$ cat config.mk
export PLATFORM = sky130hd
export DESIGN_NAME = irq_pending_arbiter_flat
export DESIGN_NICKNAME = d
export VERILOG_FILES = /design/src/rtl/irq_pending_arbiter_if.sv /design/src/rtl/irq_pending_arbiter.sv /design/src/flat_wrapper.sv
export SDC_FILE = /design/constraint.sdc
export NUM_CORES = 1
export LEC_CHECK = 0
export ABC_AREA = 1
export CAP_MARGIN = 20
export CELL_PAD_IN_SITES_DETAIL_PLACEMENT = 0
export CELL_PAD_IN_SITES_GLOBAL_PLACEMENT = 2
export CORE_MARGIN = 5
export CORE_UTILIZATION = 27
export DETAILED_ROUTE_END_ITERATION = 6
export PLACE_DENSITY_LB_ADDON = 0.1
export SLEW_MARGIN = 20
export SYNTH_ARGS = -nofsm -noshare
export SYNTH_HDL_FRONTEND = slang
export SYNTH_SLANG_ARGS = --single-unit
$ cat constraint.sdc
create_clock -name clk -period 3.1 [get_ports clk]
set_clock_uncertainty 0.1 [all_clocks]
set_input_delay 0.465 -clock clk [delete_from_list [all_inputs] [get_ports clk]]
set_output_delay 0.465 -clock clk [all_outputs]
set_load 0.01 [all_outputs]
$ cat src/rtl/irq_pending_arbiter_if.sv
// rtl/irq_pending_arbiter_if.sv - grant handshake between the arbiter and its consumer
interface irq_pending_arbiter_if #(
   parameter int IDW = 3
);
   logic           grant_valid;
   logic [IDW-1:0] grant_id;
   logic           grant_ready;

   modport master (
      output grant_valid,
      output grant_id,
      input  grant_ready
   );

   modport slave (
      input  grant_valid,
      input  grant_id,
      output grant_ready
   );
endinterface

$ cat src/rtl/irq_pending_arbiter.sv
// rtl/irq_pending_arbiter.sv - request capture, pending register and held MSB-first grant
module irq_pending_arbiter #(
   parameter int N   = 8,
   parameter int IDW = 3
) (
   input  logic                 clk,
   input  logic                 rst_n,
   input  logic [N-1:0]         req_in,
   input  logic [N-1:0]         mask,
   input  logic                 edge_mode,
   irq_pending_arbiter_if.master gnt,
   output logic [N-1:0]         pending,
   output logic                 overflow
);
   typedef enum logic {IDLE, GRANT} state_t;

   state_t         state;
   logic [N-1:0]   req_q;
   logic           gv;
   logic [IDW-1:0] gid;
   logic [N-1:0]   set_vec;
   logic [N-1:0]   clear_vec;
   logic [N-1:0]   eligible;
   logic [IDW-1:0] win_id;
   logic           fire;

   assign gnt.grant_valid = gv;
   assign gnt.grant_id    = gid;

   assign fire      = gv & gnt.grant_ready;
   assign set_vec   = edge_mode ? (req_in & ~req_q) : req_in;
   assign clear_vec = fire ? (N'(1) << gid) : '0;
   assign eligible  = pending & mask;

   // Ascending scan so the highest eligible index is the last one written.
   always_comb begin
      win_id = '0;
      for (int i = 0; i < N; i++) begin
         if (eligible[i]) win_id = IDW'(i);
      end
   end

   always_ff @(posedge clk or negedge rst_n) begin
      if (!rst_n) begin
         state    <= IDLE;
         req_q    <= '0;
         pending  <= '0;
         gv       <= 1'b0;
         gid      <= '0;
         overflow <= 1'b0;
      end else begin
         req_q    <= req_in;
         pending  <= (pending & ~clear_vec) | set_vec;
         overflow <= edge_mode & (|(set_vec & pending & ~clear_vec));
         case (state)
            IDLE: begin
               if (|eligible) begin
                  gid   <= win_id;
                  gv    <= 1'b1;
                  state <= GRANT;
               end
            end
            GRANT: begin
               // Grant is held unchanged until accepted; no preemption.
               if (fire) begin
                  gv    <= 1'b0;
                  state <= IDLE;
               end
            end
            default: begin
               gv    <= 1'b0;
               state <= IDLE;
            end
         endcase
      end
   end
endmodule

$ cat src/flat_wrapper.sv
// flat-port wrapper written by rule: the top's interface ports become plain ports
module irq_pending_arbiter_flat 
#(
   parameter int N   = 8,
   parameter int IDW = 3
)
  (clk, rst_n, req_in, mask, edge_mode, pending, overflow, gnt_grant_valid, gnt_grant_id, gnt_grant_ready);
  irq_pending_arbiter_if #(.IDW(IDW)) gnt_i ();
  input  logic clk;
  input  logic rst_n;
  input  logic [N-1:0] req_in;
  input  logic [N-1:0] mask;
  input  logic edge_mode;
  output logic [N-1:0] pending;
  output logic overflow;
  output wire logic [$bits(gnt_i.grant_valid)-1:0] gnt_grant_valid;
  output wire logic [$bits(gnt_i.grant_id)-1:0] gnt_grant_id;
  input wire logic [$bits(gnt_i.grant_ready)-1:0] gnt_grant_ready;
  assign gnt_grant_valid = gnt_i.grant_valid;
  assign gnt_grant_id = gnt_i.grant_id;
  assign gnt_i.grant_ready = gnt_grant_ready;
  irq_pending_arbiter #(.N(N), .IDW(IDW)) u_core (.clk(clk), .rst_n(rst_n), .req_in(req_in), .mask(mask), .edge_mode(edge_mode), .gnt(gnt_i), .pending(pending), .overflow(overflow));
endmodule
# After elaboration in Yosys (flattened, before gate mapping)
# Index checks and enable logic that the tools add are counted.
totals:
  wordCells: 39
  reg_bits: 22
  output_inout_bits: 13
op_classes:
  bitwise: 11
  n_reduce_logical: 4
  n_eq_ne: 2
  muxes: 15
  shifts: 1
ops:
  columns: ["op", "count"]
  rows:
  - ["8-bit AND", 5]
  - ["3-bit two-way mux", 6]
  - ["8-bit two-way mux", 2]
  - ["8-bit inverter", 2]
  - ["8-bit OR reduction", 2]
  - ["8-bit bitwise OR", 1]
  - ["1-bit by 3-bit << shifter with 8-bit output (first input constant)", 1]
  - ["1-bit two-way mux", 5]
  - ["1-bit one-hot mux with 2 select lines", 2]
  - ["2-bit AND reduction", 2]
  - ["1-bit AND", 2]
  - ["2-bit by 1-bit inequality test with 1-bit output (second input constant)", 1]
  - ["2-bit inequality test (second input constant)", 1]
  - ["1-bit inverter", 1]

# Longest topological paths before layout
# Gate-level depths: netlist (run 1).
depth:
  ltp_word: 8
  mapped_depth: 9
  depth_no_buf: 9

# Worst setup path before layout (run 1)
# Ideal clock, no wire load.
synth_timing:
  path_kind: "input -> register"
  startpoint: "input port mask[5]"
  endpoint: "register u_core.gid[1] (netlist: u_core.gnt.grant_id[1])"
  arrival_ps: 1007
  required_ps: 2877
  setup_time_ps: 123
  slack_ps: 1870
  n_path_buf: 0
  stages: 6
  path_cell_list: "nand2_1 -> nand2_2 -> o21ai_2 -> o21ai_4 -> o21ai_1 -> o21ai_1"
synth_via:
  elab_chain_len: 4
synth_rtl:
  columns: ["item", "line", "rtl"]
  rows:
  - ["start, declared", "flat_wrapper.sv:12", "input logic [N-1:0] mask;"]
  - ["8-bit AND *", "irq_pending_arbiter.sv:33", "assign eligible = pending & mask;"]
  - ["3-bit two-way mux (3 in series)", "irq_pending_arbiter.sv:39", "if (eligible[i]) win_id = IDW'(i);"]
  - ["end signal, assigned", "irq_pending_arbiter.sv:58", "gid <= win_id;"]
  - ["end, declared", "irq_pending_arbiter.sv:20", "logic [IDW-1:0] gid;"]
# Mark *: on every way between the ends. The rest lies on a longest branch, timed or not.
# A chain may end at the register's enable or synchronous reset.

# Worst setup path in the final report (run 1)
layout_timing:
  startpoint: "register u_core.gid[0] (netlist: u_core.gnt.grant_id[0])"
  endpoint: "output port gnt_grant_id[0]"
layout_rtl:
  columns: ["item", "line", "rtl"]
  rows:
  - ["end, declared", "flat_wrapper.sv:17", "output wire logic [$bits(gnt_i.grant_id)-1:0] gnt_grant_id;"]
# No word-level cell between the ends.

==> results of run 1 <==
==> per-layer routing <==
metal | routed length [um] | global-route usage, % | share of wire (%)
met2 | 1190 | 16.6 | 47
met3 | 135 | 2.07 | 5.4
met1 | 1170 | 13.0 | 47
met5 | 0 | 0 | 0
met4 | 14 | 3.07 | 0.56
==> area by class of cell <==
type | count | area share, %
Timing Repair Buffer | 33 | 22.0
Clock buffer | 4 | 3.69
Inverter | 14 | 3.53
Multi-Input combinational cell | 100 | 29.8
Sequential cell | 22 | 36.9
Tap cell | 48 | 4.03
==> through the flow <==
| step | hold WS [ps] | total power, mW | std cells | worst slack, ps |
|---|---|---|---|---|
| floorplan | 69.4 | 0.657 | 137 | 1870 |
| global placement | 410 | 0.847 | 217 | 1150 |
| detailed placement | 408 | 0.849 | 217 | 1160 |
| CTS | 420 | 1.06 | 221 | 1250 |
| global route | 449 | 1.12 | 221 | 1220 |
| finish | 415 | 1.04 | 221 | 1270 |
==> cells in the mapped netlist <==
| cell | instances | area share [%] |
|---|---|---|
| sky130_fd_sc_hd__nand2_4 | 1 | 1.1 |
| sky130_fd_sc_hd__inv_2 | 2 | 0.71 |
| sky130_fd_sc_hd__o21ai_2 | 1 | 0.83 |
| sky130_fd_sc_hd__nor2_2 | 1 | 0.59 |
| sky130_fd_sc_hd__nand2_2 | 4 | 2.4 |
| sky130_fd_sc_hd__inv_1 | 12 | 4.3 |
| sky130_fd_sc_hd__a21boi_1 | 1 | 0.71 |
| sky130_fd_sc_hd__dfrtp_1 | 22 | 52 |
| sky130_fd_sc_hd__a21o_1 | 1 | 0.71 |
| sky130_fd_sc_hd__buf_6 | 1 | 1.1 |
| sky130_fd_sc_hd__nand2_1 | 66 | 23 |
| sky130_fd_sc_hd__o21ai_1 | 3 | 1.4 |
| sky130_fd_sc_hd__nor2_1 | 15 | 5.3 |
| sky130_fd_sc_hd__a21oi_1 | 2 | 0.95 |
| sky130_fd_sc_hd__o21ai_4 | 1 | 1.5 |
| sky130_fd_sc_hd__nor2_4 | 2 | 2.1 |
| sky130_fd_sc_hd__nand3_1 | 2 | 0.95 |
==> report_power, final <==
part           switching, mW  internal [mW]  leakage (nW)  total, mW
clock network         0.0936          0.113        0.0288      0.207
logic                  0.212          0.200         0.516      0.412
registers             0.0712          0.350         0.235      0.422
total                  0.376          0.663         0.779       1.04
==> how the worst min path moves through the flow <==
stage,from,end,slack (ps),cells after the start
6_report,u_core.req_q[5],u_core.pending[5],410,3
3_3_place_gp,u_core.req_q[5],u_core.pending[5],410,3
3_5_place_dp,u_core.req_q[3],u_core.pending[3],410,3
2_1_floorplan,rst_n,u_core.gnt.grant_id[0],70,0
5_1_grt,u_core.req_q[3],u_core.pending[3],450,3
4_1_cts,u_core.req_q[3],u_core.pending[3],420,3
==> kinds of logic (layout without fill, tap and decap cells) <==
family,after synthesis,after routing,synth area share (%)
flip-flops,22,22,52.0
AND/OR/NAND/NOR,91,91,35.8
AO/OA/AOI/OAI,9,9,6.15
buffers and inverters,15,51,6.03
==> flip-flops by register name, summed over array words and instances, names as in the netlist <==
name and count:
u_core.pending 8, u_core.req_q 8, u_core.gnt.grant_id 3, u_core.gnt.grant_valid 1, u_core.overflow 1, u_core.state 1
==> placed cells by master (no fill, tap or decap) <==
cell	n
sky130_fd_sc_hd__o21ai_1	3
sky130_fd_sc_hd__nor2_2	1
sky130_fd_sc_hd__dfrtp_1	22
sky130_fd_sc_hd__buf_4	1
sky130_fd_sc_hd__nand2_2	4
sky130_fd_sc_hd__o21ai_4	1
sky130_fd_sc_hd__inv_2	2
sky130_fd_sc_hd__nor2_1	15
sky130_fd_sc_hd__o21ai_2	1
sky130_fd_sc_hd__clkbuf_8	4
sky130_fd_sc_hd__nand2_4	1
sky130_fd_sc_hd__nand3_1	2
sky130_fd_sc_hd__a21o_1	1
sky130_fd_sc_hd__nand2_1	66
sky130_fd_sc_hd__a21boi_1	1
sky130_fd_sc_hd__nor2_4	2
sky130_fd_sc_hd__a21oi_1	2
sky130_fd_sc_hd__clkdlybuf4s50_1	32
sky130_fd_sc_hd__inv_1	12
==> summary.md, run 1 <==
| Metric | Value |
|---|---|
| Fraction of final layout cells sized beyond drive strength 1 | `about 10%` |
| Detailed-router iteration count before antenna repair | `4` |
| Core area | `3720 um^2` |
| Power density over the cells | `~700 nW/um^2` |
| Clock latency on the worst-skew pair | `260 ps` |
| Slowest CP cell | `sky130_fd_sc_hd__clkdlybuf4s50_1` |
| Mean cell area of the mapped netlist | `7.73 um^2` |
| Register area | `roughly 550 um^2` |
| CP Cell Sequence | `clkdlybuf4s50_1` |
| Proportion of synthesized chip area in sequential cells | `a little over half` |
| Number of global-route vias before repair | `between 900 and 1,000` |
| Flip-flop and latch count after synthesis | `22` |
| Number of nets in the synthesized netlist | `157` |
| Final Routed Wirelength | `~2.5 mm` |
| Outcome | `complete, no violations` |
| Critical path buffer and inverter count | `1` |
| Multi-input logic area | `444 um^2` |
| Critical Path Sink Type | `primary output` |
| CP required | `2530 ps` |
| Netlist area before placement | `1060 um^2` |
| Critical Path End | `gnt_grant_id[0]` |
| Routed WL per cell | `11.3 um` |
| DRC marker count from the first detailed-route iteration | `47` |
| TritonCTS clock tree | `done` |
| CP top delay family | `buffers and inverters` |
| Post-CTS sizing | `0` |
| Total number of vias | `933` |
| Clock root buffer | `sky130_fd_sc_hd__clkbuf_8` |
| Setup bufs post-CTS | `0` |
| Classification of the worst-slack hold path | `reg -> reg` |
| Final standard cell area without fillers | `between 1000 and 1500 um^2` |
| Longest Clk Path Bufs | `2` |
| Placed wire-length estimate | `2.00 mm` |
| Maximum capacitance violations | `0` |
| Terminus of the critical flop-to-flop path | `u_core.gnt.grant_id[1]` |
| Slew Viols, Final | `0` |
| Die width | `around 73 um` |
| CP Launch Point | `u_core.gnt.grant_id[0]` |
| Sort of element at the start of the critical path | `register` |
| Leakage dissipation | `between 0.7 and 0.8 nW` |
| Wire length of the first global-routing pass | `4.19 mm` |
| Number of unique standard cell types used by synthesis | `17` |
| Number of buffers added on ports | `32` |
| CTS Buf Count | `3` |
| Crit-path max cell delay | `570 ps` |
| Clock Pin Slew Worst Setup and Hold Paths | `80 ps` |
| Initial antenna violation count | `0` |
| Site Rows | `22` |
| Clk sink count | `22` |
| Summed negative setup slack over all endpoints | `0 ps` |
| Data arrival time at the worst-slack endpoint | `1260 ps` |
| Max Fanout on Critical Path | `6` |
| Area growth, synth to finish | `40.8%` |
| Yosys warning count | `0` |
| Chip Height | `between 70 and 80 um` |
| Worst Reg-to-Reg Cells | `6` |
| Number of buffers added to fix hold violations after cts | `0` |
| Number of I/O pins | `33` |
| Slew Limit Headroom | `73.9%` |
| Number of DRC violations after detailed routing | `0` |
| Hold Fails Final Rpt | `0` |
| Setup violations, final | `0` |
| Unrepaired setup endpoints after global routing | `no` |
| Die area | `around 5300 um^2` |
| Via density per instance | `4.22` |
| Final critical-path share of the clock period | `58.9%` |
| Placement-stage cell area | `1440 um^2` |
| Worst-case vdd ir drop | `0.000212 V` |
| H-tree Lvls | `1` |
| Beginning of the worst register-to-register path | `u_core.pending[3]` |
| Antenna-violating nets left | `0` |
| Nets | `~190` |
| Grt ovf | `0` |
| Peak clock frequency supported by timing | `0.548 GHz` |
| Share of the core filled with cells in the final layout | `between 40% and 50%` |
| Min Clock Period, post-route | `1830 ps` |
| Post-Syn Instances | `137` |
| Transition time at the pin with the least slew margin | `390 ps` |
| Global router's overall resource usage | `10.0%` |
| Initial core utilization | `about 28%` |
| Path length in cells of the critical path | `1` |
| Maximum number of pins on one net before global-route repair | `23` |
| Worst setup path class | `reg -> out` |
| Weighted congestion at the end of routability-driven global placement | `0.727` |
| Reg-to-reg slack, setup | `roughly 1800 ps` |
| Ant. Diodes | `0` |
| Final-layout fill cell count | `407` |
Power figures use the tool's default switching activity.
==> run 2: changes to the inputs <==
--- a/config.mk
+++ b/config.mk
@@ -10,7 +10,7 @@
 export CELL_PAD_IN_SITES_DETAIL_PLACEMENT = 0
 export CELL_PAD_IN_SITES_GLOBAL_PLACEMENT = 2
 export CORE_MARGIN = 5
-export CORE_UTILIZATION = 27
+export CORE_UTILIZATION = 25
 export DETAILED_ROUTE_END_ITERATION = 6
 export PLACE_DENSITY_LB_ADDON = 0.1
 export SLEW_MARGIN = 20
==> constraint.sdc (replaced) <==
create_clock -name clk -period 1.76 [get_ports clk]
set_clock_uncertainty 0.1 [all_clocks]
set_input_delay 0.264 -clock clk [delete_from_list [all_inputs] [get_ports clk]]
set_output_delay 0.264 -clock clk [all_outputs]
set_load 0.01 [all_outputs]
==> summary.md, run 2 (synthesis results as in run 1) <==
| Metric | Value |
|---|---|
| Worst Reg-to-Reg Cells | `6 (unchanged)` |
| CP Cell Sequence | `clkdlybuf4s50_1` |
| Outcome | `complete, no violations` |
| Path length in cells of the critical path | `1 (unchanged)` |
| Min Clock Period, post-route | `between 1500 and 2000 ps` |
| Chip Height | `75.1 um (+3.4%)` |
| Crit-path max cell delay | `580 ps (about the same)` |
| Number of global-route vias before repair | `906 (-3.5%)` |
| Number of I/O pins | `33 (unchanged)` |
| Maximum number of pins on one net before global-route repair | `23 (unchanged)` |
| Number of buffers added to fix hold violations after cts | `0 (unchanged)` |
| Hold Fails Final Rpt | `0 (unchanged)` |
| Number of buffers added on ports | `32 (unchanged)` |
| Slew Viols, Final | `0 (unchanged)` |
| Worst-case vdd ir drop | `0.000451 V (+110%)` |
| Summed negative setup slack over all endpoints | `0 ps (unchanged)` |
| Grt ovf | `0 (unchanged)` |
| Leakage dissipation | `0.781 nW (+0.28%)` |
| Critical path buffer and inverter count | `1 (unchanged)` |
| Longest Clk Path Bufs | `2 (unchanged)` |
| Clock Pin Slew Worst Setup and Hold Paths | `80 ps (about the same)` |
| Maximum capacitance violations | `0 (unchanged)` |
| Area growth, synth to finish | `41.6%` |
| Core area | `4060 um^2 (+9.2%)` |
| Worst setup path class | `reg -> out` |
| Clock root buffer | `sky130_fd_sc_hd__clkbuf_8` |
| Clk sink count | `22 (unchanged)` |
| Slew Limit Headroom | `80.2% (+6.3 points)` |
| Reg-to-reg slack, setup | `480 ps (-1350 ps)` |
| Routed WL per cell | `11.3 um (-0.23%)` |
| Commonest non-fill, non-tap cell in the layout | `sky130_fd_sc_hd__nand2_1` |
| CP required | `1400 ps (-1130 ps)` |
| Detailed-router iteration count before antenna repair | `4 (unchanged)` |
| Placed wire-length estimate | `2.05 mm (+2.2%)` |
| Max Fanout on Critical Path | `6 (unchanged)` |
| Most frequent cells in the layout | `66 x sky130_fd_sc_hd__nand2_1, 32 x sky130_fd_sc_hd__clkdlybuf4s50_1, 22 x sky130_fd_sc_hd__dfrtp_1, 15 x sky130_fd_sc_hd__nor2_1, 12 x sky130_fd_sc_hd__inv_1` |
| Antenna-violating nets left | `0 (unchanged)` |
| Die width | `75.1 um (+3.4%)` |
| Post-CTS sizing | `0 (unchanged)` |
| Ant. Diodes | `0 (unchanged)` |
| Number of DRC violations after detailed routing | `0 (unchanged)` |
| Clock latency on the worst-skew pair | `260 ps (about the same)` |
| Peak clock frequency supported by timing | `0.616 GHz` |
| Nets | `195 (+0.52%)` |
| Weighted congestion at the end of routability-driven global placement | `0.779 (+7.1%)` |
| Initial core utilization | `26.1% (-2.4 points)` |
| H-tree Lvls | `1 (unchanged)` |
| Die area | `5640 um^2 (+6.9%)` |
| Classification of the worst-slack hold path | `in -> async` |
| TritonCTS clock tree | `done` |
| Slowest CP cell | `sky130_fd_sc_hd__clkdlybuf4s50_1` |
| Power density over the cells | `1190 nW/um^2 (+70%)` |
| Critical Path Sink Type | `primary output` |
| Global router's overall resource usage | `10.2% (+0.21 points)` |
| Worst-case hold slack | `251 ps (-164 ps)` |
| Total number of vias | `881 (-5.6%)` |
| Wire length of the first global-routing pass | `4.29 mm (+2.5%)` |
| Via density per instance | `3.95 (-6.4%)` |
| Sort of element at the start of the critical path | `register` |
| Fraction of final layout cells sized beyond drive strength 1 | `9.83% (unchanged)` |
| Unrepaired setup endpoints after global routing | `no` |
| Final Routed Wirelength | `2.53 mm (+0.68%)` |
| CTS Buf Count | `3 (unchanged)` |
| Transition time at the pin with the least slew margin | `296 ps (-93.6 ps)` |
| Setup violations, final | `0 (unchanged)` |
| DRC marker count from the first detailed-route iteration | `26 (-45%)` |
| Initial antenna violation count | `0 (unchanged)` |
| Setup bufs post-CTS | `0 (unchanged)` |
| Data arrival time at the worst-slack endpoint | `1260 ps (about the same)` |
| Final critical-path share of the clock period | `between 90 and 100%` |
| Site Rows | `23 (+4.5%)` |
| CP top delay family | `buffers and inverters` |
[run 2: final timing paths]
path / startpoint / to
worst max-delay path: u_core.gnt.grant_id[0] / gnt_grant_id[0]
worst min-delay path: rst_n / u_core.pending[3]
worst max register to register: u_core.pending[5] / u_core.gnt.grant_id[1]
worst min register to register: u_core.req_q[3] / u_core.pending[3]
max in group asynchronous: rst_n / u_core.state
min in group clk: req_in[5] / u_core.req_q[5]
[run 2: per-stage QoR]
| step | cell area [um^2] | cells | util [%] | setup WS (ps) | power (mW) |
|---|---|---|---|---|---|
| 2_1_floorplan | 1060 | 137 | - | 556 | 1.16 |
| 3_3_place_gp | 1460 | 220 | 35.9 | 160 | 1.50 |
| 3_5_place_dp | 1460 | 220 | 35.9 | 157 | 1.50 |
| 4_1_cts | 1500 | 223 | 36.9 | 108 | 1.82 |
| 5_1_grt | 1500 | 223 | 36.9 | 77.2 | 1.94 |
| 6_report | 1500 | 223 | 36.9 | 137 | 1.78 |
[run 2: power by group]
group,total (mW),switching [mW],internal [mW]
logic,0.729,0.373,0.357
registers,0.745,0.128,0.617
clock network,0.308,0.156,0.153
[run 2: per-layer routing]
layer / GRT usage [%] / vias to the layer above / routed length, um
met3: 3.74 / 2 / 177
met4: 1.78 / 0 / 20
met5: 0 / - / 0
li1: - / 482 / -
met2: 16.5 / 21 / 1120
met1: 13.3 / 376 / 1210
[run 2: area by class of cell]
class	instances	area [um^2]
clock buffer	3	41.3
inverter	14	52.6
sequential	22	551
tap	50	62.6
timing repair buffer	34	348
multi-input combinational	100	444
fill	436	2560
